[config.mk]
export PLATFORM = sky130hd
export DESIGN_NAME = ysyx_24090003_wbu_stage
export DESIGN_NICKNAME = d
export VERILOG_FILES = /design/src/rtl/ysyx_24090003_wbu_stage.sv
export SDC_FILE = /design/constraint.sdc
export NUM_CORES = 2
export LEC_CHECK = 0
export ABC_AREA = 1
export BUFFER_PORTS_ARGS = -buffer_cell sky130_fd_sc_hd__buf_4
export CORE_MARGIN = 5
export CORE_UTILIZATION = 25
export CTS_CLUSTER_SIZE = 20
export DETAILED_ROUTE_END_ITERATION = 16
export GPL_ROUTABILITY_DRIVEN = 0
export PLACE_DENSITY = 0.48
export SLEW_MARGIN = 20
export SYNTH_ARGS = -nofsm -noshare
export SYNTH_HDL_FRONTEND = slang
export SYNTH_SLANG_ARGS = --single-unit
[constraint.sdc]
create_clock -name i_clk -period 7.75 [get_ports i_clk]
set_input_delay 0.3875 -clock i_clk [delete_from_list [all_inputs] [get_ports i_clk]]
set_output_delay 0.3875 -clock i_clk [all_outputs]
set_load 0.01 [all_outputs]
[src/rtl/ysyx_24090003_wbu_stage.sv]
// Handshaked write-back stage: one-entry holding register, GPR file and M-mode CSRs, committed on downstream accept.
// Optional 64-bit mcycle/minstret counters are enabled by defining YSYX_24090003_WBU_COUNTERS_EN.
module ysyx_24090003_wbu_stage #(
    parameter int              XLEN        = 32,
    parameter int              NREGS       = 32,
    parameter logic [XLEN-1:0] MSTATUS_RST = XLEN'(32'h0000_1800),
    localparam int             AW          = $clog2(NREGS)
) (
    input  logic            i_clk,
    input  logic            i_rst_n,
    input  logic            i_valid,
    output logic            o_ready,
    input  logic [XLEN-1:0] i_pc,
    input  logic [AW-1:0]   i_rd_addr,
    input  logic            i_reg_wen,
    input  logic [1:0]      i_wb_sel,
    input  logic [XLEN-1:0] i_alu_result,
    input  logic [XLEN-1:0] i_mem_rdata,
    input  logic            i_csr_we,
    input  logic [11:0]     i_csr_addr,
    input  logic [1:0]      i_csr_op,
    input  logic [XLEN-1:0] i_csr_wdata,
    input  logic            i_ecall,
    input  logic            i_mret,
    input  logic [AW-1:0]   i_rs1_addr,
    input  logic [AW-1:0]   i_rs2_addr,
    output logic [XLEN-1:0] o_rs1_data,
    output logic [XLEN-1:0] o_rs2_data,
    input  logic            i_commit_ready,
    output logic            o_commit_valid,
    output logic [XLEN-1:0] o_commit_pc,
    output logic [XLEN-1:0] o_rd_wdata,
    output logic            o_redirect,
    output logic [XLEN-1:0] o_redirect_pc
);

    localparam logic [11:0] CSR_MSTATUS = 12'h300;
    localparam logic [11:0] CSR_MTVEC   = 12'h305;
    localparam logic [11:0] CSR_MEPC    = 12'h341;
    localparam logic [11:0] CSR_MCAUSE  = 12'h342;
    localparam logic [11:0] CSR_MCYCLE  = 12'hB00;
    localparam logic [11:0] CSR_MCYCLEH = 12'hB80;
    localparam logic [11:0] CSR_MINSTRET  = 12'hB02;
    localparam logic [11:0] CSR_MINSTRETH = 12'hB82;

    typedef enum logic {EMPTY = 1'b0, FULL = 1'b1} state_t;

    typedef struct packed {
        logic [XLEN-1:0] pc;
        logic [AW-1:0]   rd;
        logic            reg_wen;
        logic [1:0]      wb_sel;
        logic [XLEN-1:0] alu_result;
        logic [XLEN-1:0] mem_rdata;
        logic            csr_we;
        logic [11:0]     csr_addr;
        logic [1:0]      csr_op;
        logic [XLEN-1:0] csr_wdata;
        logic            ecall;
        logic            mret;
    } entry_t;

    state_t          state_reg, state_next;
    entry_t          held_reg, entry_in;
    logic            full, commit, capture;
    logic            gpr_we, csr_wr;
    logic [XLEN-1:0] csr_old, csr_new;
    logic [XLEN-1:0] gpr_reg [NREGS];
    logic [XLEN-1:0] mstatus_reg, mtvec_reg, mepc_reg, mcause_reg;

    // State register
    always_ff @(posedge i_clk) begin
        if (!i_rst_n) state_reg <= EMPTY;
        else          state_reg <= state_next;
    end

    // Next-state logic: a simultaneous commit and capture keeps the stage full
    always_comb begin
        state_next = state_reg;
        case (state_reg)
            EMPTY:   if (capture) state_next = FULL;
            FULL:    if (commit && !capture) state_next = EMPTY;
            default: state_next = EMPTY;
        endcase
    end

    // Output logic
    always_comb begin
        full           = (state_reg == FULL);
        o_ready        = !full || i_commit_ready;
        o_commit_valid = full;
        commit         = full && i_commit_ready;
        capture        = i_valid && o_ready;
        o_redirect     = commit && (held_reg.ecall || held_reg.mret);
        o_redirect_pc  = '0;
        if (commit && held_reg.ecall)     o_redirect_pc = mtvec_reg;
        else if (commit && held_reg.mret) o_redirect_pc = mepc_reg;
    end

    assign entry_in = '{pc: i_pc, rd: i_rd_addr, reg_wen: i_reg_wen, wb_sel: i_wb_sel,
                        alu_result: i_alu_result, mem_rdata: i_mem_rdata, csr_we: i_csr_we,
                        csr_addr: i_csr_addr, csr_op: i_csr_op, csr_wdata: i_csr_wdata,
                        ecall: i_ecall, mret: i_mret};

    always_ff @(posedge i_clk) begin
        if (!i_rst_n)     held_reg <= '0;
        else if (capture) held_reg <= entry_in;
    end

`ifdef YSYX_24090003_WBU_COUNTERS_EN
    logic [63:0] mcycle_reg, minstret_reg;
`endif

    always_comb begin
        csr_old = '0;
        case (held_reg.csr_addr)
            CSR_MSTATUS:   csr_old = mstatus_reg;
            CSR_MTVEC:     csr_old = mtvec_reg;
            CSR_MEPC:      csr_old = mepc_reg;
            CSR_MCAUSE:    csr_old = mcause_reg;
`ifdef YSYX_24090003_WBU_COUNTERS_EN
            CSR_MCYCLE:    csr_old = XLEN'(mcycle_reg[31:0]);
            CSR_MCYCLEH:   csr_old = XLEN'(mcycle_reg[63:32]);
            CSR_MINSTRET:  csr_old = XLEN'(minstret_reg[31:0]);
            CSR_MINSTRETH: csr_old = XLEN'(minstret_reg[63:32]);
`endif
            default:       csr_old = '0;
        endcase
    end

    always_comb begin
        case (held_reg.csr_op)
            2'b01:   csr_new = held_reg.csr_wdata;
            2'b10:   csr_new = csr_old | held_reg.csr_wdata;
            2'b11:   csr_new = csr_old & ~held_reg.csr_wdata;
            default: csr_new = csr_old;
        endcase
        case (held_reg.wb_sel)
            2'b00:   o_rd_wdata = held_reg.alu_result;
            2'b01:   o_rd_wdata = held_reg.mem_rdata;
            2'b10:   o_rd_wdata = held_reg.pc + XLEN'(4);
            default: o_rd_wdata = csr_old;
        endcase
    end

    assign o_commit_pc = held_reg.pc;
    assign gpr_we = commit && held_reg.reg_wen && (held_reg.rd != '0) && !held_reg.ecall;
    assign csr_wr = commit && held_reg.csr_we && !held_reg.ecall && !held_reg.mret
                    && (held_reg.csr_op != 2'b00);

    // x0 is never written because gpr_we excludes rd == 0
    always_ff @(posedge i_clk) begin
        if (!i_rst_n) begin
            for (int i = 0; i < NREGS; i++) gpr_reg[i] <= '0;
        end else if (gpr_we) begin
            gpr_reg[held_reg.rd] <= o_rd_wdata;
        end
    end

    logic [1:0][AW-1:0]   rs_addr;
    logic [1:0][XLEN-1:0] rs_data;
    assign rs_addr = {i_rs2_addr, i_rs1_addr};

    // Read ports see the value being committed this cycle
    for (genvar gi = 0; gi < 2; gi++) begin : g_rport
        assign rs_data[gi] = (rs_addr[gi] == '0) ? '0 :
                             (gpr_we && rs_addr[gi] == held_reg.rd) ? o_rd_wdata :
                             gpr_reg[rs_addr[gi]];
    end
    assign o_rs1_data = rs_data[0];
    assign o_rs2_data = rs_data[1];

    always_ff @(posedge i_clk) begin
        if (!i_rst_n) begin
            mstatus_reg <= MSTATUS_RST;
            mtvec_reg   <= '0;
            mepc_reg    <= '0;
            mcause_reg  <= '0;
        end else if (commit && held_reg.ecall) begin
            mepc_reg   <= held_reg.pc;
            mcause_reg <= XLEN'(11);
        end else if (csr_wr) begin
            case (held_reg.csr_addr)
                CSR_MSTATUS: mstatus_reg <= csr_new;
                CSR_MTVEC:   mtvec_reg   <= csr_new;
                CSR_MEPC:    mepc_reg    <= csr_new;
                CSR_MCAUSE:  mcause_reg  <= csr_new;
                default: ;
            endcase
        end
    end

`ifdef YSYX_24090003_WBU_COUNTERS_EN
    // An explicit write to a counter half overrides that cycle's increment
    always_ff @(posedge i_clk) begin
        if (!i_rst_n) begin
            mcycle_reg   <= '0;
            minstret_reg <= '0;
        end else begin
            mcycle_reg   <= mcycle_reg + 64'd1;
            minstret_reg <= minstret_reg + 64'(commit);
            if (csr_wr) begin
                case (held_reg.csr_addr)
                    CSR_MCYCLE:    mcycle_reg   <= {mcycle_reg[63:32], csr_new[31:0]};
                    CSR_MCYCLEH:   mcycle_reg   <= {csr_new[31:0], mcycle_reg[31:0]};
                    CSR_MINSTRET:  minstret_reg <= {minstret_reg[63:32], csr_new[31:0]};
                    CSR_MINSTRETH: minstret_reg <= {csr_new[31:0], minstret_reg[31:0]};
                    default: ;
                endcase
            end
        end
    end
`endif

endmodule

After elaboration in Yosys (flattened, before gate mapping)
Memories as Yosys holds them, arrays and structs flattened.
Index checks and enable logic that the tools add are counted.
Widths: inputs -> output; s select.
{"block": "word_totals", "n_memories": 1, "ff_bits": 282, "ram_bits": 1024, "elab_cells": 98, "inputBits": 167, "out_inout_bits": 163}
{"name": "gpr_reg", "words": 32, "word_bits": 32, "rd": 2, "rd_ports_with_merged_regs": 0, "wr": 32, "line_no": "68", "rtl": "logic [XLEN-1:0] gpr_reg [NREGS];"}
{"block": "op_classes", "n_eq_ne": 11, "n_bitwise": 6, "muxes": 25, "reduce_logical": 36, "addsub": 1}
{"cell": "$mux 32", "n": 10}
{"cell": "$pmux 32 s3", "n": 2}
{"cell": "$pmux 32 s4", "n": 1}
{"cell": "$eq 12x10->1 const B", "n": 4}
{"cell": "$add 32x3->32 const B", "n": 1}
{"cell": "$and 32x32->32", "n": 1}
{"cell": "$not 32->32", "n": 1}
{"cell": "$or 32x32->32", "n": 1}
{"cell": "$reduce_or 32->1", "n": 1}
{"cell": "$logic_and 1x1->1", "n": 15}
{"cell": "$mux 4", "n": 3}
{"cell": "$eq 5x5->1", "n": 2}
{"cell": "$logic_not 5->1", "n": 2}
{"cell": "$reduce_bool 2->1", "n": 4}
{"cell": "$mux 1", "n": 7}
{"cell": "$eq 2x2->1 const B", "n": 3}
{"cell": "$reduce_and 2->1", "n": 3}
{"cell": "$reduce_and 3->1", "n": 2}
{"cell": "$mux 5", "n": 1}
{"cell": "$reduce_bool 5->1", "n": 1}
{"cell": "$eq 2x1->1 const B", "n": 2}
{"cell": "$logic_not 1->1", "n": 4}
{"cell": "$not 1->1", "n": 3}
{"cell": "$logic_not 2->1", "n": 1}
{"cell": "3 further kinds", "n": 4}

Longest topological paths before layout
{"block": "logic_depth", "ltp_word": 9, "depth_mapped": 14, "mapped_depth_nobuf": 13}

Least setup slack after synthesis
No wires, ideal clock.
{"block": "synth_timing", "path_kind": "input -> register", "start": "in i_rst_n", "end": "mem gpr_reg[10][0] (enable)", "cell_stages": 8, "setup_time_ns": 0.389, "arrival_time_ns": 2.286, "path_slack_ns": 5.074, "n_path_buf": 2, "cell_sequence": "clkbuf_1 > inv_2 > nor2_1 > inv_1 > nor3_4 > nand2_1 > buf_4 > nand2_1"}
{"item": "from (decl)", "line_no": "10", "rtl": "input logic i_rst_n,"}
{"item": "to (decl)", "line_no": "68"}

Worst setup path after layout
{"block": "layout_timing", "start": "reg state_reg (netlist: o_commit_valid)", "end": "out o_rs2_data[20]"}
{"block": "layout_between", "elab_chain_cells": 7}
{"item": "from (decl)", "line_no": "63", "rtl": "state_t state_reg, state_next;"}
{"item": "from (signal assigned)", "line_no": "74", "rtl": "else state_reg <= state_next;"}
{"item": "$logic_and 1x1->1", "line_no": "92", "rtl": "commit = full && i_commit_ready;"}
{"item": "$logic_and 1x1->1 (3 in a row)", "line_no": "147", "rtl": "assign gpr_we = commit && held_reg.reg_wen && (held_reg.rd != '0) && !held_reg.ecall;"}
{"item": "$logic_and 1x1->1", "line_no": "167", "rtl": "(gpr_we && rs_addr[gi] == held_reg.rd) ? o_rd_wdata :"}
{"item": "$mux 32", "line_no": "167"}
{"item": "$mux 32", "line_no": "166", "rtl": "assign rs_data[gi] = (rs_addr[gi] == '0) ? '0 :"}
{"item": "to (decl)", "line_no": "28", "rtl": "output logic [XLEN-1:0] o_rs2_data,"}
Every way passes these cells.

==> flow_metrics.env <==
export IMPL_outcome="complete, no violations"
export IMPL_drtAntennaViolNets=0
export IMPL_layout_common_cells="nand2_1, nand3_1, nor2_1"
export IMPL_drive_above_1_share_pct=8.832
export IMPL_synth_seq_cells=1306
export IMPL_final_setup_worst_slack_ns=2.345
export IMPL_hp_class="input port to flip-flop"
export IMPL_insertion_delay_ns=0.83
export IMPL_finalCriticalPeriod_ns=5.405
export IMPL_core_rowCount=195
export IMPL_io_buffers=329
export IMPL_syn_inst=9330
export IMPL_hpwl_um=204100
export IMPL_crit_start="o_commit_valid$_SDFF_PN0_"
export IMPL_initial_utilization_pct=25.14
export IMPL_dp_slack_ns=2.551
export IMPL_cts_buffers=158
export IMPL_hold_worst_slack_ns=0.04630
export IMPL_crit_type="flip-flop to output pin"
export IMPL_slowest_stage="a21oi_1"
export IMPL_max_slew_margin_rel_pct=9.560
export IMPL_drt_first_pass_iters=7
export IMPL_maxCapViolations=0
export IMPL_post_cts_setup_buffer_count=0
export IMPL_seq_area_um2=36390
export IMPL_post_dp_cell_area_um2=76110
export IMPL_ir_drop_mv=0.2328
export IMPL_finClkSkew_ns=0.05134
export IMPL_layout_commonest_cell="nand2_1"
export IMPL_coreArea_um2=282500
export IMPL_gr_total_overflow=0
export IMPL_finalNonFillerCells=13190
export IMPL_cts_sinks=1306
export IMPL_critPathMaxFanout=56
export IMPL_r2r_slack_ns=3.16
export IMPL_multi_input_area_um2=30020
export IMPL_drt_initial_drc_count=8718
export IMPL_path_cells="nand2_1 -> nor2_1 -> nand2_2 -> nor3_4 -> inv_2 -> buf_4 -> a21oi_1 -> nor2_1 -> buf_4"
export IMPL_cts_clk_slew_worst_paths_ns=0.06
export IMPL_clkPwrFrac_pct=41.3
export IMPL_die_area_um2=294900
export IMPL_p_leak_nw=32.10
export IMPL_wire_per_inst_um=25.32
export IMPL_critPathRequiredTime_ns=7.36
export IMPL_rsz0062_at_grt="false"
export IMPL_wirelength_um=334000
export IMPL_dp_cells=12760
export IMPL_cts_tree="yes"
export IMPL_ys_seq_area_share_pct=51.24
export IMPL_synth_warnings=0
export IMPL_tns_ns=0
export IMPL_setup_violations=0
export IMPL_crit_arrival_ns=5.02
export IMPL_grt_pass1_wl_um=475200
export IMPL_r2r_start="o_commit_valid$_SDFF_PN0_"
export IMPL_final_core_util_pct=29.27
export IMPL_final_cell_area_um2=82690
export IMPL_tightest_slew_ns=1.342
export IMPL_htree_levels=4
export IMPL_max_freq_mhz=185.0
export IMPL_min_period_over_period_pct=69.75
export IMPL_end_kind="output pin"
export IMPL_critPathCapture="o_rs2_data[20]"
export IMPL_finalHoldViolations=0
export IMPL_start_kind="flip-flop"
export IMPL_worstReg2RegEnd="gpr_reg[27][11]$_SDFFCE_PN0P_"
export IMPL_die_h_um=543.0
export IMPL_antenna_found_initial=16
export IMPL_nFillCells=29980
export IMPL_io_pins=330
export IMPL_switching_share_pct=29.89
export IMPL_slowest_delay_ns=1.06
export IMPL_ff2ff_path_depth=8
export IMPL_grt_max_degree=176
export IMPL_drc_errors=0
export IMPL_syn_area_per_cell_um2=7.613
export IMPL_die_x_um=543.0
export IMPL_internal_power_mw=12.80
export IMPL_area_delta_synth_final_pct=16.41
export IMPL_slew_viol_final=0
export IMPL_via_per_inst=5.293
export IMPL_max_clock_path_buffers=3
export IMPL_comb_power_share_pct=15.0
export IMPL_report_power_total_mw=18.26
export IMPL_pwr_share_seq_pct=43.7
export IMPL_track_usage_pct=21.77
export IMPL_cts_root_buf="clkbuf_16"
export IMPL_largest_reg_flops=1024
export IMPL_power_density_nw_per_um2=220.8
export IMPL_syn_cell_area_um2=71030
export IMPL_vias=69820
export IMPL_synthDistinctLibCells=37
export IMPL_layout_nets=9481
export IMPL_first_global_vias=65980
export IMPL_switchingPower_mw=5.459
==> area by class of cell <==
| class | count | share of cell area [%] |
|---|---|---|
| well taps | 3743 | 5.664 |
| multi-input cells | 6892 | 36.30 |
| clock buffers | 196 | 5.128 |
| diodes | 5 | 0.01513 |
| inverters | 332 | 1.563 |
| flip-flops and latches | 1306 | 44.01 |
| repair buffers | 623 | 6.223 |
| clock inverters | 94 | 1.092 |
==> what timing repair did <==
| action | 4_1_cts | 5_1_grt |
|---|---|---|
| gates resized for setup | 0 | 0 |
| hold buffers | 141 | 0 |
| setup endpoints to repair | 0 | 0 |
| endpoints found under the hold margin | 140 | 0 |
==> power by group through the flow <==
stage | logic, mW | clock network [mW] | registers, mW
3_5_place_dp | 2.64 | 0 | 8.12
4_1_cts | 2.71 | 7.63 | 7.97
5_1_grt | 2.90 | 7.92 | 8.00
3_3_place_gp | 2.64 | 0 | 8.11
2_1_floorplan | 1.43 | 0 | 8.04
6_report | 2.74 | 7.55 | 7.97
==> critical path, delay by kind of cell, from the launching register on <==
kind	cells	cell delay [ns]
AOI/OAI and AO/OA	1	1.06
buffers and inverters	3	0.74
DFF	1	0.35
and+or+nand+nor	5	2.00
==> synth_stat cells, drive strengths merged <==
library cell  number  area share, %
a21oi            188            1.3
a221oi            14           0.17
a22o               1          0.012
and2               1         0.0088
and3               2          0.018
buf              399            3.0
clkbuf           432            2.3
clkinv             6          0.032
conb               1         0.0053
dfxtp            282            7.9
edfxtp          1024             43
ha                 1          0.018
inv              326            1.7
nand2           2620             14
nand3           2134             15
nand3b             1          0.011
nand4             13           0.11
nor2            1407            7.4
nor2b              1          0.012
nor3              14           0.17
o211ai            16           0.17
o21ai            375            2.6
o21bai            30           0.32
o22ai             32           0.28
or2                5          0.044
xnor2              4          0.049
xor2               1          0.012
==> layer usage <==
| metal | up-vias | global-route usage, % | part of all wire (%) |
|---|---|---|---|
| li1 | 30980 | - | - |
| met1 | 33700 | 28.51 | 40 |
| met2 | 4342 | 34.37 | 45 |
| met3 | 789 | 4.675 | 10 |
| met4 | 14 | 9.940 | 5.0 |
| met5 | - | 0 | 0.023 |
==> kinds of logic after synthesis <==
kind of cell             count (synthesis)  share of synthesized area (%)
other                                    1                       0.005279
AND/OR/NAND/NOR                       6198                          36.70
XOR/XNOR                                 5                        0.06165
flip-flops                            1306                          51.24
AO/OA/AOI/OAI                          656                          4.920
adder cells (fa/ha/maj)                  1                        0.01761
buffers and inverters                 1163                          7.055
==> worst min path at each step <==
stage                                         start                         to  depth (start not counted)
final                                 i_csr_addr[7]  held_reg[43]$_SDFFE_PN0P_                          3
after global routing                 i_csr_wdata[6]   held_reg[8]$_SDFFE_PN0P_                          3
after CTS                            i_csr_wdata[6]   held_reg[8]$_SDFFE_PN0P_                          3
after detailed placement  held_reg[55]$_SDFFE_PN0P_  held_reg[55]$_SDFFE_PN0P_                          2
after global placement    held_reg[55]$_SDFFE_PN0P_  held_reg[55]$_SDFFE_PN0P_                          2
after floorplan           held_reg[55]$_SDFFE_PN0P_  held_reg[55]$_SDFFE_PN0P_                          2
(Power assumes the default switching activity.)
